[config.mk]
export PLATFORM = sky130hd
export DESIGN_NAME = sync_filter_edge
export DESIGN_NICKNAME = d
export VERILOG_FILES = /design/src/rtl/sync_filter_edge_pkg.sv /design/src/rtl/sync_filter_edge_bit.sv /design/src/rtl/sync_filter_edge.sv
export SDC_FILE = /design/constraint.sdc
export NUM_CORES = 1
export LEC_CHECK = 0
export CORE_MARGIN = 2
export CORE_UTILIZATION = 39
export CTS_CLUSTER_SIZE = 12
export DETAILED_ROUTE_END_ITERATION = 8
export PLACE_DENSITY = 0.73
export SETUP_SLACK_MARGIN = 0.15
export SLEW_MARGIN = 10
export SYNTH_ARGS = -nofsm -noshare
export SYNTH_HDL_FRONTEND = slang
export SYNTH_SLANG_ARGS = --single-unit
[constraint.sdc]
create_clock -name clk -period 1 [get_ports clk]
set_clock_uncertainty 0.05 [all_clocks]
set_input_delay 0.1 -clock clk [delete_from_list [all_inputs] [get_ports clk]]
set_output_delay 0.1 -clock clk [all_outputs]
set_load 0.01 [all_outputs]
[src/rtl/sync_filter_edge_pkg.sv]
// Shared definitions for the sync_filter_edge synchronizer slice.
//   clog2           : ceiling log2 for constant sizing
//   cnt_width       : filter counter width (at least 1 bit)
//   params_ok       : elaboration-time legality check of depth/filter settings
//   SYNC_MIN_STAGES : minimum synchronizer depth
package sync_filter_edge_pkg;

  localparam int unsigned SYNC_MIN_STAGES = 2;

  function automatic int unsigned clog2(input int unsigned v);
    int unsigned r;
    r = 0;
    for (int unsigned i = 0; i < 32; i++) begin
      if ((64'(1) << i) < 64'(v)) r = i + 1;
    end
    return r;
  endfunction

  // A 1-deep filter needs no counter; keep one bit so the vector is legal.
  function automatic int unsigned cnt_width(input int unsigned filt);
    return (filt > 1) ? clog2(filt) : 1;
  endfunction

  function automatic bit params_ok(input int unsigned stages, input int unsigned filt);
    return (stages >= SYNC_MIN_STAGES) && (filt >= 1);
  endfunction

endpackage

[src/rtl/sync_filter_edge_bit.sv]
// One channel of sync_filter_edge: synchronizer chain, stability filter,
// filtered level and registered rise/fall pulses.
//   clk   : clock, posedge
//   rst_n : synchronous active-low reset
//   d     : asynchronous level input
//   q     : synchronized, filtered level
//   rise  : 1-cycle pulse when q goes 0->1
//   fall  : 1-cycle pulse when q goes 1->0
//   upd   : combinational update event (q changes at the coming edge)
module sync_filter_bit
  import sync_filter_edge_pkg::*;
#(
  parameter int unsigned P_STAGES   = 2,
  parameter int unsigned P_FILT_CNT = 4,
  parameter logic        P_RST_BIT  = 1'b0
) (
  input  logic clk,
  input  logic rst_n,
  input  logic d,
  output logic q,
  output logic rise,
  output logic fall,
  output logic upd
);

  localparam int unsigned CW = cnt_width(P_FILT_CNT);
  localparam logic [CW-1:0] CNT_MAX = CW'(P_FILT_CNT - 1);

  logic [P_STAGES-1:0] sync;
  logic [CW-1:0]       cnt;
  logic                s;

  assign s   = sync[P_STAGES-1];
  // With P_FILT_CNT = 1 the counter stays 0 == CNT_MAX, so q follows s every cycle.
  assign upd = (s != q) && (cnt == CNT_MAX);

  always_ff @(posedge clk) begin
    if (!rst_n) begin
      sync <= {P_STAGES{P_RST_BIT}};
      q    <= P_RST_BIT;
      cnt  <= '0;
      rise <= 1'b0;
      fall <= 1'b0;
    end else begin
      sync <= {sync[P_STAGES-2:0], d};
      rise <= upd & s;
      fall <= upd & ~s;
      if (s == q) begin
        cnt <= '0;
      end else if (upd) begin
        q   <= s;
        cnt <= '0;
      end else begin
        cnt <= cnt + CW'(1);
      end
    end
  end

endmodule

[src/rtl/sync_filter_edge.sv]
// Multi-bit level synchronizer with per-bit glitch filter and edge pulses.
//   clk    : clock, posedge
//   rst_n  : synchronous active-low reset
//   i_data : asynchronous level inputs
//   o_data : synchronized, filtered levels
//   o_rise : per-bit 1-cycle pulse on 0->1 of o_data
//   o_fall : per-bit 1-cycle pulse on 1->0 of o_data
//   o_chg  : 1-cycle pulse when any bit of o_rise | o_fall is set
module sync_filter_edge
  import sync_filter_edge_pkg::*;
#(
  parameter int unsigned          P_DATA_W   = 8,
  parameter int unsigned          P_STAGES   = 2,
  parameter int unsigned          P_FILT_CNT = 4,
  parameter logic [P_DATA_W-1:0]  P_RST_VAL  = '0
) (
  input  logic                clk,
  input  logic                rst_n,
  input  logic [P_DATA_W-1:0] i_data,
  output logic [P_DATA_W-1:0] o_data,
  output logic [P_DATA_W-1:0] o_rise,
  output logic [P_DATA_W-1:0] o_fall,
  output logic                o_chg
);

  if (!params_ok(P_STAGES, P_FILT_CNT)) begin : g_param_err
    $error("sync_filter_edge: P_STAGES must be >= 2 and P_FILT_CNT >= 1");
  end

  logic [P_DATA_W-1:0] upd;

  for (genvar i = 0; i < P_DATA_W; i++) begin : g_bit
    sync_filter_bit #(
      .P_STAGES   (P_STAGES),
      .P_FILT_CNT (P_FILT_CNT),
      .P_RST_BIT  (P_RST_VAL[i])
    ) u_bit (
      .clk   (clk),
      .rst_n (rst_n),
      .d     (i_data[i]),
      .q     (o_data[i]),
      .rise  (o_rise[i]),
      .fall  (o_fall[i]),
      .upd   (upd[i])
    );
  end

  // Registered from the same update events that load o_rise/o_fall, so aligned with them.
  always_ff @(posedge clk) begin
    if (!rst_n) o_chg <= 1'b0;
    else        o_chg <= |upd;
  end

endmodule

==> metrics <==
status=complete, but fails checks; failing checks=setup timing; fin. max-slew vios=0; Crit path arrival time=1.20 ns; DP Wirelength=about 2400 um; FF+latch count, synth=between 50 and 60; number of flops mapped to enable cells by yosys=0; RePlAce Congestion=0.717; Core Area=5140 um^2; Area contributors post-synth=dfxtp_1, buf_4, nor3b_1; ratio of cells with drive above 1 in the final layout=0.699; top cell type's share of synthesized area=0.549; H-tree levels=3; critical path class=reg -> reg; final core utilization=0.649; Post-Route M1 WL=1700 um; root buffer selected by CTS=clkbuf_8; largest net degree at the start of global routing=17; Synth area leader=dfxtp_1; FF-to-FF setup slack=-0.06 ns; WP depth=3; max layer used=met4; Max stage delay on crit path=0.36 ns; Final Hold Fails=0; period utilization=1.06; met3 wire length=197 um; CTS Hold Bufs=0; worst vdd ir=0.861 mV; Yosys cell types=19; crit-path cells=ha_4 > a22oi_2 > a41oi_2; first-pass GRT wire length=6910 um; drt wl/cell=12.9 um; design area=3330 um^2; TritonCTS clock tree=done; Layout Nets=263; sequential fraction of the synthesis area=0.549; synthesized area per cell=between 10 and 15 um^2; Cell Pwr Density=1290 nW/um^2; CP bufs+invs=0; Hold Path Sink=g_bit[4].u_bit.sync[0]; worst-margin pin slew=roughly 0.46 ns; Crit path max-delay family=flip-flops; antenna violations before repair=0; number of buffers created by CTS=9; Hold Path Origin=i_data[4]; fill cell count=410; die area=5930 um^2; RSZ-0062 raised after global routing=yes; MaxCap Viol Count=0; mapped cell area=around 2100 um^2; Layout Area Growth over Synthesis=60.4%; reg-to-reg startpoint=g_bit[2].u_bit.cnt[0]; DP Area=2770 um^2; Clk Latency, worst-skew pair=between 0.3 and 0.4 ns; Post-synth top cells=dfxtp_1, buf_4, and2_1, nor3b_1; CTS Buffer Depth=2; overflow left after global routing=0; CTS clock-pin slew for the worst setup and hold paths=0.06 ns; DR iter-0 viols=60; ANT nets after route=0; asr flop ratio synth=0; Max Freq=approximately 950 MHz; vias in the first global route=1493; initial core utilization=0.404; most numerous cell in the Yosys netlist=dfxtp_1; vias per inst=approximately 4.5; reg2reg path depth=3; YS warnings=0; Mapped Cells=179; vias=1430; kind of start point of the critical path=flop; CTS sink cnt=57; Critical Path Slowest Stage Cell=dfxtp_4; gr usage total=0.153; Synthesized Nets=197; DIE HEIGHT=77 um; Hold Crit Class=in -> reg; Die Width=77 um; Worst setup EP type=flop; WP data required=1.14 ns; Rows=26; ys flop type=dfxtp_1; worst-path maximum fanout=2; Reg-to-Reg End=o_chg; leakage power=about 1.4 nW; Slew headroom=0.694; Setup-failing EPs final=6; setup slack after layout=-0.0563 ns; IO Pins=35; overall routed net length=4120 um; dpl ws=-0.298 ns; PortBufs=34; Tmin final=1.06 ns; metal2 WL=2150 um; Pre-antenna DRT Iters=4; Ant. Diodes=0; WHS Path Cells=2; DRC violations left=0
stage by stage:
| step | hold WS, ns | power (mW) | TNS [ns] | std cells |
|---|---|---|---|---|
| floorplan | 0.177 | 2.46 | 0 | 179 |
| global placement | 0.364 | 2.56 | -10.01 | 295 |
| detailed placement | 0.368 | 2.57 | -12.10 | 295 |
| CTS | 0.290 | 4.34 | -0.0585 | 314 |
| global route | 0.309 | 4.50 | -0.703 | 319 |
| finish | 0.296 | 4.31 | -0.153 | 319 |
metal layers:
| metal | vias up | global-route usage |
|---|---|---|
| li1 | 718 | - |
| met1 | 675 | 0.165 |
| met2 | 28 | 0.261 |
| met3 | 9 | 0.0588 |
| met4 | 0 | 0.0750 |
| met5 | - | 0 |
cell usage in the layout, fill, tap and decap left out, drive strengths merged:
cell type	count
buf	74
dfxtp	57
and2	16
nor3b	16
clkbuf	15
nand2	8
mux2i	8
nor2	8
ha	8
clkdlybuf4s50	8
and4b	8
xor2	8
nor4b	8
a22oi	4
inv	1
a41oi	1
dlygate4sd2	1
registers in the layout, summed over array words and instances, names as in the netlist:
register          flops
g_bit.u_bit.sync     16
g_bit.u_bit.fall      8
g_bit.u_bit.q         8
g_bit.u_bit.cnt      16
o_chg                 1
g_bit.u_bit.rise      8
timing repair:
item	4_1_cts	5_1_grt
resized for setup	168	29
gates cloned	1	0
pin swaps	14	7
setup endpoints to repair	71	66
buffers inserted	3	5
where the power goes:
group / switching [mW] / internal, mW / total [mW]
clock: 0.802 / 0.958 / 1.76
sequential: 0.0310 / 2.29 / 2.32
combinational: 0.0929 / 0.134 / 0.227
total: 0.926 / 3.38 / 4.31
kinds of logic after synthesis:
kind of cell	count (synthesis)	synth area share
XOR/XNOR	8	0.0373
adder cells (fa/ha/maj)	8	0.0482
multiplexers	8	0.0385
AND/OR/NAND/NOR	64	0.211
buffers and inverters	29	0.0975
flip-flops	57	0.549
AO/OA/AOI/OAI	5	0.0187
worst max-delay path by stage:
stage | startpoint | endpoint
global route | g_bit[7].u_bit.sync[1] | o_chg
detailed placement | rst_n | g_bit[4].u_bit.q
global placement | rst_n | g_bit[4].u_bit.q
CTS | g_bit[3].u_bit.sync[1] | o_chg
floorplan | g_bit[3].u_bit.cnt[0] | o_chg
finish | g_bit[2].u_bit.cnt[0] | o_chg
cell type report:
type                    count  area (um^2)  area share
clock buffers              15          156      0.0469
multi-input cells          93         1180       0.353
well taps                  70         87.6      0.0263
repair buffers             83          697       0.209
flip-flops and latches     57         1210       0.364
inverters                   1         3.75     0.00113
No activity file was read; power rests on OpenSTA's default activity.
